[config.mk]
export PLATFORM = sky130hd
export DESIGN_NAME = muldiv_seq
export DESIGN_NICKNAME = d
export VERILOG_FILES = /design/src/rtl/muldiv_seq.sv
export SDC_FILE = /design/constraint.sdc
export NUM_CORES = 1
export LEC_CHECK = 0
export ABC_AREA = 1
export ABC_CLOCK_PERIOD_IN_PS = 3500
export CORE_MARGIN = 4
export CORE_UTILIZATION = 40
export DETAILED_ROUTE_END_ITERATION = 8
export GPL_TIMING_DRIVEN = 0
export HOLD_SLACK_MARGIN = 0.03
export SYNTH_ARGS = -nofsm -noshare
export SYNTH_HDL_FRONTEND = slang
export SYNTH_SLANG_ARGS = --single-unit
[constraint.sdc]
create_clock -name clk -period 3.5 [get_ports clk]
set_clock_uncertainty 0.1 [all_clocks]
set_input_delay 0.525 -clock clk [delete_from_list [all_inputs] [get_ports clk]]
set_output_delay 0.525 -clock clk [all_outputs]
set_load 0.01 [all_outputs]
[src/rtl/muldiv_seq.sv]
// Iterative RV32M multiply/divide sequencer: radix-2 shift-add multiply, restoring divide.
// Optional MULDIV_FAST_MUL_EN: multiplies finish in one cycle via a combinational multiplier.
module muldiv_seq #(
  parameter int unsigned XLEN = 32
) (
  input  logic            clk,
  input  logic            rst_n,
  input  logic            start_i,
  input  logic [2:0]      op_i,
  input  logic [XLEN-1:0] rs1_i,
  input  logic [XLEN-1:0] rs2_i,
  input  logic            flush_i,
  output logic            stall_o,
  output logic            done_o,
  output logic [XLEN-1:0] result_o
);

  localparam int unsigned CntW = $clog2(XLEN) + 1;

  typedef enum logic [1:0] {StIdle, StCalc, StFix, StDone} state_e;

  state_e              state_q;
  logic [2:0]          op_q;
  logic                neg_q;
  logic [XLEN-1:0]     a_q;
  logic [2*XLEN-1:0]   acc_q;
  logic [CntW-1:0]     cnt_q;
  logic [XLEN-1:0]     result_q;

  // Operand decode on the incoming op
  logic            s1, s2, neg_in, div_zero, div_ovf;
  logic [XLEN-1:0] mag1, mag2, special_res;

  always_comb begin
    s1 = rs1_i[XLEN-1] & (op_i[2] ? ~op_i[0] : (op_i[1:0] != 2'b11));
    s2 = rs2_i[XLEN-1] & (op_i[2] ? ~op_i[0] : (op_i[1:0] <= 2'b01));
    mag1 = s1 ? -rs1_i : rs1_i;
    mag2 = s2 ? -rs2_i : rs2_i;
    // Remainder takes the dividend's sign; everything else the product of signs
    neg_in = (op_i[2] & op_i[1]) ? s1 : (s1 ^ s2);
    div_zero = op_i[2] & (rs2_i == '0);
    div_ovf = op_i[2] & ~op_i[0] & (rs1_i == {1'b1, {(XLEN-1){1'b0}}}) & (rs2_i == '1);
    if (div_zero) special_res = op_i[1] ? rs1_i : '1;
    else          special_res = op_i[1] ? '0 : rs1_i;
  end

  // One iteration of each algorithm
  logic [XLEN:0]     mul_sum, div_tmp, div_diff;
  logic [2*XLEN-1:0] mul_next, div_next;

  always_comb begin
    mul_sum  = {1'b0, acc_q[2*XLEN-1:XLEN]} + (acc_q[0] ? {1'b0, a_q} : '0);
    mul_next = {mul_sum, acc_q[XLEN-1:1]};
    div_tmp  = acc_q[2*XLEN-1:XLEN-1];
    div_diff = div_tmp - {1'b0, a_q};
    if (!div_diff[XLEN]) div_next = {div_diff[XLEN-1:0], acc_q[XLEN-2:0], 1'b1};
    else                 div_next = {div_tmp[XLEN-1:0], acc_q[XLEN-2:0], 1'b0};
  end

  function automatic logic [XLEN-1:0] fix_sel(input logic [2:0] op, input logic neg,
                                               input logic [2*XLEN-1:0] v);
    logic [2*XLEN-1:0] p;
    logic [XLEN-1:0]   sel;
    if (op[2]) begin
      sel = op[1] ? v[2*XLEN-1:XLEN] : v[XLEN-1:0];
      return neg ? -sel : sel;
    end
    p = neg ? -v : v;
    return (op[1:0] == 2'b00) ? p[XLEN-1:0] : p[2*XLEN-1:XLEN];
  endfunction

`ifdef MULDIV_FAST_MUL_EN
  logic [2*XLEN-1:0] fast_prod;
  assign fast_prod = {{XLEN{1'b0}}, mag1} * {{XLEN{1'b0}}, mag2};
`endif

  always_ff @(posedge clk or negedge rst_n) begin
    if (!rst_n) begin
      state_q  <= StIdle;
      op_q     <= '0;
      neg_q    <= 1'b0;
      a_q      <= '0;
      acc_q    <= '0;
      cnt_q    <= '0;
      result_q <= '0;
    end else if (flush_i) begin
      state_q <= StIdle;
    end else begin
      case (state_q)
        StIdle: begin
          if (start_i) begin
            op_q  <= op_i;
            neg_q <= neg_in;
            a_q   <= op_i[2] ? mag2 : mag1;
            acc_q <= {{XLEN{1'b0}}, op_i[2] ? mag1 : mag2};
            if (div_zero || div_ovf) begin
              result_q <= special_res;
              state_q  <= StDone;
`ifdef MULDIV_FAST_MUL_EN
            end else if (!op_i[2]) begin
              result_q <= fix_sel(op_i, neg_in, fast_prod);
              state_q  <= StDone;
`endif
            end else begin
              cnt_q   <= CntW'(XLEN);
              state_q <= StCalc;
            end
          end
        end
        StCalc: begin
          acc_q <= op_q[2] ? div_next : mul_next;
          cnt_q <= cnt_q - 1'b1;
          if (cnt_q == CntW'(1)) state_q <= StFix;
        end
        StFix: begin
          result_q <= fix_sel(op_q, neg_q, acc_q);
          state_q  <= StDone;
        end
        default: state_q <= StIdle;
      endcase
    end
  end

  assign stall_o  = ((state_q == StIdle) & start_i & ~flush_i) |
                    (state_q == StCalc) | (state_q == StFix);
  assign done_o   = (state_q == StDone);
  assign result_o = result_q;

endmodule

# Word level (Yosys, flattened, before mapping)
# Index checks and enable logic that the tools add are counted.
[classes]
eq_ne = 12
n_addsub = 7
magnitude_cmp = 1
n_bitwise = 14
n_mux = 35
n_reduce_logical = 11
[op_table]
columns = ["cell", "n"]
rows = [
  ["$mux 32", 15],
  ["$mux 64", 4],
  ["$pmux 64 s2", 1],
  ["$neg 32->32", 3],
  ["$eq 32x32->1 const B", 2],
  ["$neg 64->64", 1],
  ["$pmux 32 s2", 1],
  ["$add 32x32->33", 1],
  ["$sub 33x32->33", 1],
  ["$logic_not 32->1", 1],
  ["$mux 6", 2],
  ["$pmux 6 s2", 1],
  ["$and 1x1->1", 9],
  ["$mux 2", 4],
  ["$ne 2x2->1 const B", 4],
  ["$reduce_and 4->1", 2],
  ["$eq 6x1->1 const B", 1],
  ["$mux 1", 6],
  ["$ne 3x3->1 const B", 2],
  ["$pmux 2 s3", 1],
  ["$reduce_and 3->1", 2],
  ["$sub 6x1->6 const B", 1],
  ["$eq 2x2->1 const B", 2],
  ["$logic_not 2->1", 2],
  ["other kinds (8)", 11],
]
[word_totals]
output_inout_bits = 34
register_bits = 140
inputBits = 71

# Longest topological paths before layout
# Gate-level depths: netlist of the first run.
[logic_depth]
word_depth = 9
mapped_depth = 21
mapped_depth_nobuf = 20

# Worst setup path after synthesis of the first run
# OpenSTA, ideal clock, no wires.
[synth_timing]
kind = "reg2reg"
startpoint = "register acc_q[0]"
endpoint = "register acc_q[61]"
setup_slack_ns = 0.753
required_ns = 3.283
arrival_time_ns = 2.530
path_stages_with_launch = 20
path_cell_list = "dfrtp_1 buf_2 buf_1 nand2_1 inv_1 ha_1 inv_1 fa_1 o21ai_0 nand2_1 nand2_1 nand2_1 nand2_1 nand3_1 nand3_1 nand3_1 nand2_1 inv_1 nand2_1 nand2_1"
[synth_via]
elab_chain_cells = 4
[synth_lines]
columns = ["item", "line", "source"]
rows = [
  ["start, declared", "26", "logic [2*XLEN-1:0] acc_q;"],
  ["start signal, assigned", "95", "acc_q <= {{XLEN{1'b0}}, op_i[2] ? mag1 : mag2};"],
  ["start signal, assigned", "111", "acc_q <= op_q[2] ? div_next : mul_next;"],
  ["$mux 32", "52", "mul_sum = {1'b0, acc_q[2*XLEN-1:XLEN]} + (acc_q[0] ? {1'b0, a_q} : '0);"],
  ["$add 32x32->33", "52", ""],
  ["$mux 64", "111", ""],
  ["$pmux 64 s2", "89", "case (state_q)"],
]
# No other way between the ends.
# A chain may end at the register's enable or synchronous reset.

# Final worst setup path of the first run
[layout_timing]
startpoint = "register acc_q[36]"
endpoint = "register acc_q[54]"
[layout_via]
elab_chain_cells = 4
[layout_lines]
columns = ["item", "line", "source"]
rows = [
  ["$sub 33x32->33", "55", "div_diff = div_tmp - {1'b0, a_q};"],
  ["$mux 64", "56", "if (!div_diff[XLEN]) div_next = {div_diff[XLEN-1:0], acc_q[XLEN-2:0], 1'b1};"],
  ["$mux 64 (*)", "111", ""],
  ["$pmux 64 s2 (*)", "89", ""],
]
# Every way passes the cells marked *; elsewhere a longest branch is shown, timed or not.

==> reports/qor.yml, run 1 <==
status:
  outcome: "finished, final reports clean"
finish:
  areaGrowthSynthToFinish_pct: 12.9
  layout.cells.most_common_list: "nand2_1 (1117), inv_1 (397), nor2_1 (393)"
  final_common_cell: "nand2_1"
  final_cells: 4186
  fin_nets: 3714
  drive_above_1_share_pct: 4.75
  final_cell_area_sq_um: 21500
  antennaDiodeCount: 0
sta:
  worstMarginPinSlew_ps: 1330
  period_share_pct: 98.2
  setup_violations: 0
  slew_viol_final: 0
  rsz0062_at_grt: "no"
  max_slew_margin_pct: 10.6
  fmax_mhz: 291
  setup_tns_ps: 0
  holdWs_ps: 0.949
  finalCriticalPeriod_ps: 3440
  final_hold_viol_count: 0
route:
  wire_per_inst_um: 24.5
  via_per_inst: 5.87
  drt_iter0_drc: 3409
  drc: 0
  wl_mm: 102
  drtAntennaViolNets: 0
  drtPass1Iterations: 8
  vias: 24600
synthesis:
  synth-main-ff-cell: "dfrtp_1"
  synth_cell_types: 49
  syn-num-nets: 3589
  synth_edf_count: 0
  synth.cell_area_sq_um: 19100
  ys_seq_area_share_pct: 18.4
  yosysWarnings: 0
  avgSynthCellArea_sq_um: 5.55
  ys_seq_elements: 140
  synthArstFlopShare_pct: 100
  synth_cells: 3441
clock_network:
  clockRootBuffer: "clkbuf_16"
  clk_latency_ps: 490
  clk_pin_slew_ps: 80
  clock_sinks: 140
  cts_buffers: 17
  holdBufCountCts: 0
  tritoncts: "done"
  max-clock-path-buffers: 2
  htreeDepth: 4
die:
  core_area_sq_um: 46900
  die_area_sq_um: 51300
  die_w_um: 226
  io_pins: 105
  start_util_pct: 40.7
  rows: 79
  die_y_um: 226
place:
  post_dp_cell_area_sq_um: 20900
  dp.cells: 4153
  gp_congestion: 1.08
  numPortBuffers: 104
  dp_hpwl_mm: 83.9
pwr:
  irDropWorstVdd_v: 0.000376
  cellPowerDensity_nw_per_um2: 1120
  power.leakage_nw: 10.6
  totalPowerFinal_mw: 24.0
global_routing:
  antenna_found_initial: 0
  grt_max_degree: 88
  grt_pass1_wl_mm: 148
  grt_pass1_vias: 22500
  grt_usage_pct: 39.2
  gr-total-overflow: 0
critical_path:
  worstSetupPathDepth: 15
  worst-path-buf-inv: 1
  worstPathRequired_ps: 3810
  regToRegSetupSlack_ps: 60
  crit_type: "reg -> reg"
  rr_startpoint: "acc_q[36]$_DFFE_PN0P_"
  path_delay_family: "simple AND/OR/NAND/NOR gates"
  worst_path_largest_cell_delay_ps: 800
  cp-start-kind: "flip-flop"
  cp.arrival_ps: 3750
  critPathCaptureType: "flip-flop"
  reg2reg_to: "acc_q[54]$_DFFE_PN0P_"
  crit_chain: "ha_1 > nand2_1 > nand2_1 > a21oi_1 > nand2_2 > nand2_1 > nand2_2 > nand2_2 > nand3_1 > nand2_2 > buf_6 > nand3_1 > nand3_1 > nand3_1 > nand2_1"
  path_max_fanout: 10
  crit_slowest_cell: "dfrtp_1"
  reg2reg_depth: 15
hold_path:
  min_path_type: "in -> async"
flow_run:
  maxCapViolations: 0
power breakdown:
part	internal [mW]	switching, mW	leakage (nW)
Sequential	2.35	1.67	1.73
Clock	1.05	0.882	0.290
Combinational	5.37	12.7	8.63
state kept, by name, summed over array words and instances (netlist names):
register  count
acc_q        64
a_q          32
result_o     32
cnt_q         6
op_q          3
state_q       2
neg_q         1
synthesized netlist by cell type, types with 3 or more instances:
library cell,instances,share of area (%)
clkbuf_1,62,1.2
buf_4,6,0.24
nand2_1,1117,22
nand3_1,384,10
nor3_1,27,0.71
a21o_1,4,0.16
nor4_1,4,0.13
inv_2,11,0.22
nand3b_1,14,0.55
nor2_4,7,0.41
and2_1,8,0.26
xnor2_1,21,0.96
o21a_1,9,0.35
o21ai_0,185,4.9
o221ai_1,16,0.73
o21ai_1,17,0.45
nand2_2,15,0.49
nand3_2,3,0.16
dfrtp_1,140,18
xor2_1,54,2.5
nand4_1,55,1.8
inv_1,397,7.8
o211ai_1,40,1.6
buf_1,18,0.35
or2_2,16,0.52
nor2_2,17,0.56
a21oi_1,231,6.1
o21bai_1,6,0.24
nor2_1,393,7.7
buf_6,10,0.59
ha_1,75,4.9
a22oi_1,11,0.43
a31oi_1,15,0.49
o31ai_1,6,0.24
buf_2,26,0.68
nor3_2,3,0.16
how the worst max path moves through the flow:
stage                                     start                     to  slack, ps
after global placement                    rst_n  acc_q[46]$_DFFE_PN0P_      -4100
after global routing      acc_q[31]$_DFFE_PN0P_  acc_q[52]$_DFFE_PN0P_          2
after CTS                 acc_q[48]$_DFFE_PN0P_  acc_q[52]$_DFFE_PN0P_        0.6
after detailed placement   acc_q[0]$_DFFE_PN0P_  acc_q[59]$_DFFE_PN0P_       -210
after floorplan            acc_q[0]$_DFFE_PN0P_  acc_q[61]$_DFFE_PN0P_        750
final                     acc_q[36]$_DFFE_PN0P_  acc_q[54]$_DFFE_PN0P_         60
layout make-up:
class                      count  area [sq um]
multi-input combinational   2767         13400
tap                          607           759
clock inverter                13           143
timing repair buffer         107          1080
inverter                     410          1550
sequential                   140          3510
fill                        5333         25300
buffer                       123           626
clock buffer                  19           453
metrics by stage:
| stage | utilization, % | worst slack, ps |
|---|---|---|
| after floorplan | - | 753 |
| after global placement | 44.6 | -4100 |
| after detailed placement | 44.6 | -207 |
| final | 46.0 | 62.2 |
| after CTS | 45.9 | 0.620 |
| after global routing | 46.0 | 2.40 |
cells by family (layout without fill, tap and decap cells):
kind of cell    Yosys count  after routing  synth area share (%)
compound gates          548            548                  15.9
xor+xnor                 75             75                  3.44
fa+ha+maj                77             77                  5.13
buf+inv                 534            672                  11.3
flops                   140            140                  18.4
simple gates           2067           2067                  45.8
per-layer routing:
layer,track usage (%),routed length (um)
met2,56.3,40800
met5,0,0
met4,21.7,6920
met1,53.2,42100
met3,10.7,12700
timing repair:
action	CTS	global route
buffers inserted	0	2
hold endpoints to repair	0	0
pin swaps	0	1
gates resized for setup	7	11
endpoints found under the setup margin	20	24
cloned	0	0
No activity file was read; power rests on OpenSTA's default activity.
==> run 2, diff against run 1 <==
- CAP_MARGIN: not set -> 20
- CORE_MARGIN: 4 -> 2
==> run 2 against run 1 <==
Wire length increased by 3.3%. Fmax decreased by 3.0%. Largest power group unchanged. Via count decreased by 0.16%. Flip-flop and latch count unchanged. The flow now finishes with violations (setup timing). Clock-buffer cell count decreased by 2. Critical path depth unchanged. Worst hold slack improved by 380 ps. Core utilization decreased by 0.35 points. Total power increased by 1.1%. First-iteration DRC count decreased by 1.3%. Critical endpoint is now acc_q[42]$_DFFE_PN0P_. Design area increased by 0.50%. Cell count increased by 0.38%.
==> reports/qor.yml, run 2 (synthesis results as in run 1) <==
critical_path:
  worstSetupPathDepth: 15  # unchanged
  regToRegSetupSlack_ps: -40  # was 60 ps
  path_delay_family: "compound AO/OA/AOI/OAI gates"  # was simple AND/OR/NAND/NOR gates
  reg2reg_depth: 15  # unchanged
  reg2reg_to: "acc_q[42]$_DFFE_PN0P_"  # was acc_q[54]$_DFFE_PN0P_
  worst-path-buf-inv: 3  # was 1
  cpMostUsedCell: "nand2_1"
  crit_chain: "buf_2 > clkbuf_2 > nand2_1 > inv_1 > ha_1 > nand2_1 > o21ai_1 > nand2_1 > nand2_1 > nand2_1 > nand2_1 > nor2_1 > o21ai_0 > nand3_1 > o21ai_0"  # was ha_1 > nand2_1 > nand2_1 > a21oi_1 > nand2_2 > nand2_1 > nand2_2 > nand2_2 > nand3_1 > nand2_2 > buf_6 > nand3_1 > nand3_1 > nand3_1 > nand2_1
  rr_startpoint: "acc_q[0]$_DFFE_PN0P_"  # was acc_q[36]$_DFFE_PN0P_
  crit_type: "reg -> reg"  # unchanged
  worstPathRequired_ps: 3800  # was 3810 ps
  cp.arrival_ps: 3840  # was 3750 ps
  worst_path_largest_cell_delay_ps: 530  # was 800 ps
  cp-start-kind: "flip-flop"  # unchanged
  endpoint: "acc_q[42]$_DFFE_PN0P_"  # was acc_q[54]$_DFFE_PN0P_
  crit_slowest_cell: "o21ai_1"  # was dfrtp_1
  critPathCaptureType: "flip-flop"  # unchanged
  startpoint: "acc_q[0]$_DFFE_PN0P_"  # was acc_q[36]$_DFFE_PN0P_
  path_max_fanout: 10  # unchanged
sta:
  period_share_pct: 101  # was 98.2%
  final_hold_viol_count: 0  # unchanged
  rsz0062_at_grt: "yes"  # was no
  worstMarginPinSlew_ps: 1150  # was 1330 ps
  slew_viol_final: 0  # unchanged
  postLayoutSetupSlackWorst_ps: -43.9  # was 62.2 ps
  setup_violations: 1  # was 0
  finalCriticalPeriod_ps: 3540  # was 3440 ps
  fmax_mhz: 282  # was 291 MHz
  max_slew_margin_pct: 23.4  # was 10.6%
finish:
  regMostFlops: "acc_q"  # unchanged
  drive_above_1_share_pct: 4.93  # was 4.75%
  final_util_pct: 45.6  # was 46.0%
  multiInputGateArea_sq_um: 13400  # about the same
  areaGrowthSynthToFinish_pct: 13.5  # was 12.9%
  seq_area_sq_um: 3510  # unchanged
  fin_nets: 3722  # was 3714
  final_common_cell: "nand2_1"  # unchanged
  layout.cells.most_common_list: "nand2_1 (1117), inv_1 (394), nor2_1 (393)"  # was nand2_1 (1117), inv_1 (397), nor2_1 (393)
  largest_register_ffs: 64  # unchanged
  fillers: 5386  # was 5333
  antennaDiodeCount: 0  # unchanged
global_routing:
  antenna_found_initial: 2  # was 0
  grt_pass1_wl_mm: 153  # was 148 mm
  grt_usage_pct: 42.5  # was 39.2%
  grt_pass1_vias: 22700  # was 22500
  gr-total-overflow: 0  # unchanged
  grt_max_degree: 91  # was 88
route:
  via_per_inst: 5.84  # was 5.87
  drt_iter0_drc: 3366  # was 3409
  drc: 0  # unchanged
  wl_mm: 106  # was 102 mm
  drtAntennaViolNets: 0  # unchanged
  vias: 24500  # was 24600
  wire_per_inst_um: 25.2  # was 24.5 um
  drtPass1Iterations: 8  # unchanged
die:
  die_area_sq_um: 49500  # was 51300 sq um
  rows: 80  # was 79
  die_y_um: 222  # was 226 um
  core_area_sq_um: 47400  # was 46900 sq um
  die_w_um: 222  # was 226 um
  io_pins: 105  # unchanged
  start_util_pct: 40.2  # was 40.7%
pwr:
  irDropWorstVdd_v: 0.000592  # was 0.000376 V
  cellPowerDensity_nw_per_um2: 1120  # about the same
  power.leakage_nw: 10.7  # was 10.6 nW
  totalPowerFinal_mw: 24.3  # was 24.0 mW
clock_network:
  clk_latency_ps: 480  # was 490 ps
  clock_sinks: 140  # unchanged
  clk_pin_slew_ps: 70  # was 80 ps
  htreeDepth: 4  # unchanged
  cts_buffers: 17  # unchanged
  max-clock-path-buffers: 2  # unchanged
  tritoncts: "done"  # unchanged
  clockRootBuffer: "clkbuf_16"  # unchanged
place:
  preCtsSetupSlack_ps: -299  # was -207 ps
  dp_hpwl_mm: 86.7  # was 83.9 mm
  gp_congestion: 1.07  # was 1.08
  numPortBuffers: 104  # unchanged
hold_path:
  min_path_type: "reg -> reg"  # was in -> async
status:
  outcome: "finished, violations left"  # was finished, final reports clean
  violations: "setup timing"
flow_run:
  maxCapViolations: 0  # unchanged
[run 2: cell types whose count changed in the layout (fill, tap and decap cells not counted), sizes merged]
| cell | previous run | this run |
|---|---|---|
| clkbuf | 80 | 78 |
| buf | 66 | 73 |
| dlygate4sd3 | 0 | 1 |
| clkinv | 1 | 6 |
| bufinv | 1 | 3 |
| inv | 419 | 413 |
| clkinvlp | 2 | 3 |
[run 2: worst min-delay path, stage by stage (launching register included)]
cell and delay [ps]:
dfrtp_1 350, nand2_1 50, nand2_1 50
[run 2: layout make-up]
cell class | count | area share (%)
Tap cell | 615 | 3.55
Inverter | 410 | 7.19
Sequential cell | 140 | 16.2
Clock buffer | 17 | 1.96
Multi-Input combinational cell | 2767 | 62.0
Clock inverter | 15 | 0.942
Buffer | 122 | 2.83
Timing Repair Buffer | 116 | 5.37
[run 2: repair_timing]
item | in CTS | in global routing
endpoints found under the hold margin | 50 | 0
hold buffers | 1 | 0
endpoints found under the setup margin | 22 | 18
resized for setup | 4 | 8
buffers inserted | 0 | 8
[run 2: stage by stage]
step / hold slack [ps] / TNS, ps / cells / area [sq um]
after detailed placement: 368 / -4150 / 4163 / 20900
final: 383 / -43.9 / 4202 / 21700
after global routing: 409 / -142 / 4202 / 21700
after CTS: 389 / -85.8 / 4194 / 21600
after floorplan: 129 / 0 / 3441 / 19100
after global placement: 369 / -613570 / 4160 / 20900
[run 2: worst min-delay path by stage]
stage                             startpoint                        to  slack (ps)  depth (start not counted)
finish               result_o[1]$_DFFE_PN0P_   result_o[1]$_DFFE_PN0P_         380                          2
CTS                 result_o[27]$_DFFE_PN0P_  result_o[27]$_DFFE_PN0P_         390                          2
detailed placement  result_o[30]$_DFFE_PN0P_  result_o[30]$_DFFE_PN0P_         370                          2
floorplan                              rst_n        a_q[0]$_DFFE_PN0P_         130                          0
global route         result_o[8]$_DFFE_PN0P_   result_o[8]$_DFFE_PN0P_         410                          2
global placement    result_o[27]$_DFFE_PN0P_  result_o[27]$_DFFE_PN0P_         370                          2
[run 2: report_power, final]
| group | switching, mW | total, mW | internal, mW |
|---|---|---|---|
| Clock | 0.878 | 2.03 | 1.15 |
| Combinational | 12.9 | 18.3 | 5.39 |
| Sequential | 1.61 | 3.95 | 2.35 |
| Total | 15.4 | 24.3 | 8.89 |
[run 2: per-layer routing]
| layer | part of all wire, % | wire length, um | vias up | track usage (%) |
|---|---|---|---|---|
| li1 | - | - | 11500 | - |
| met1 | 42 | 44000 | 11300 | 56.7 |
| met2 | 41 | 43300 | 1447 | 62.5 |
| met3 | 12 | 12400 | 303 | 12.4 |
| met4 | 5.8 | 6150 | 2 | 21.1 |
| met5 | 0.014 | 15 | - | 0 |
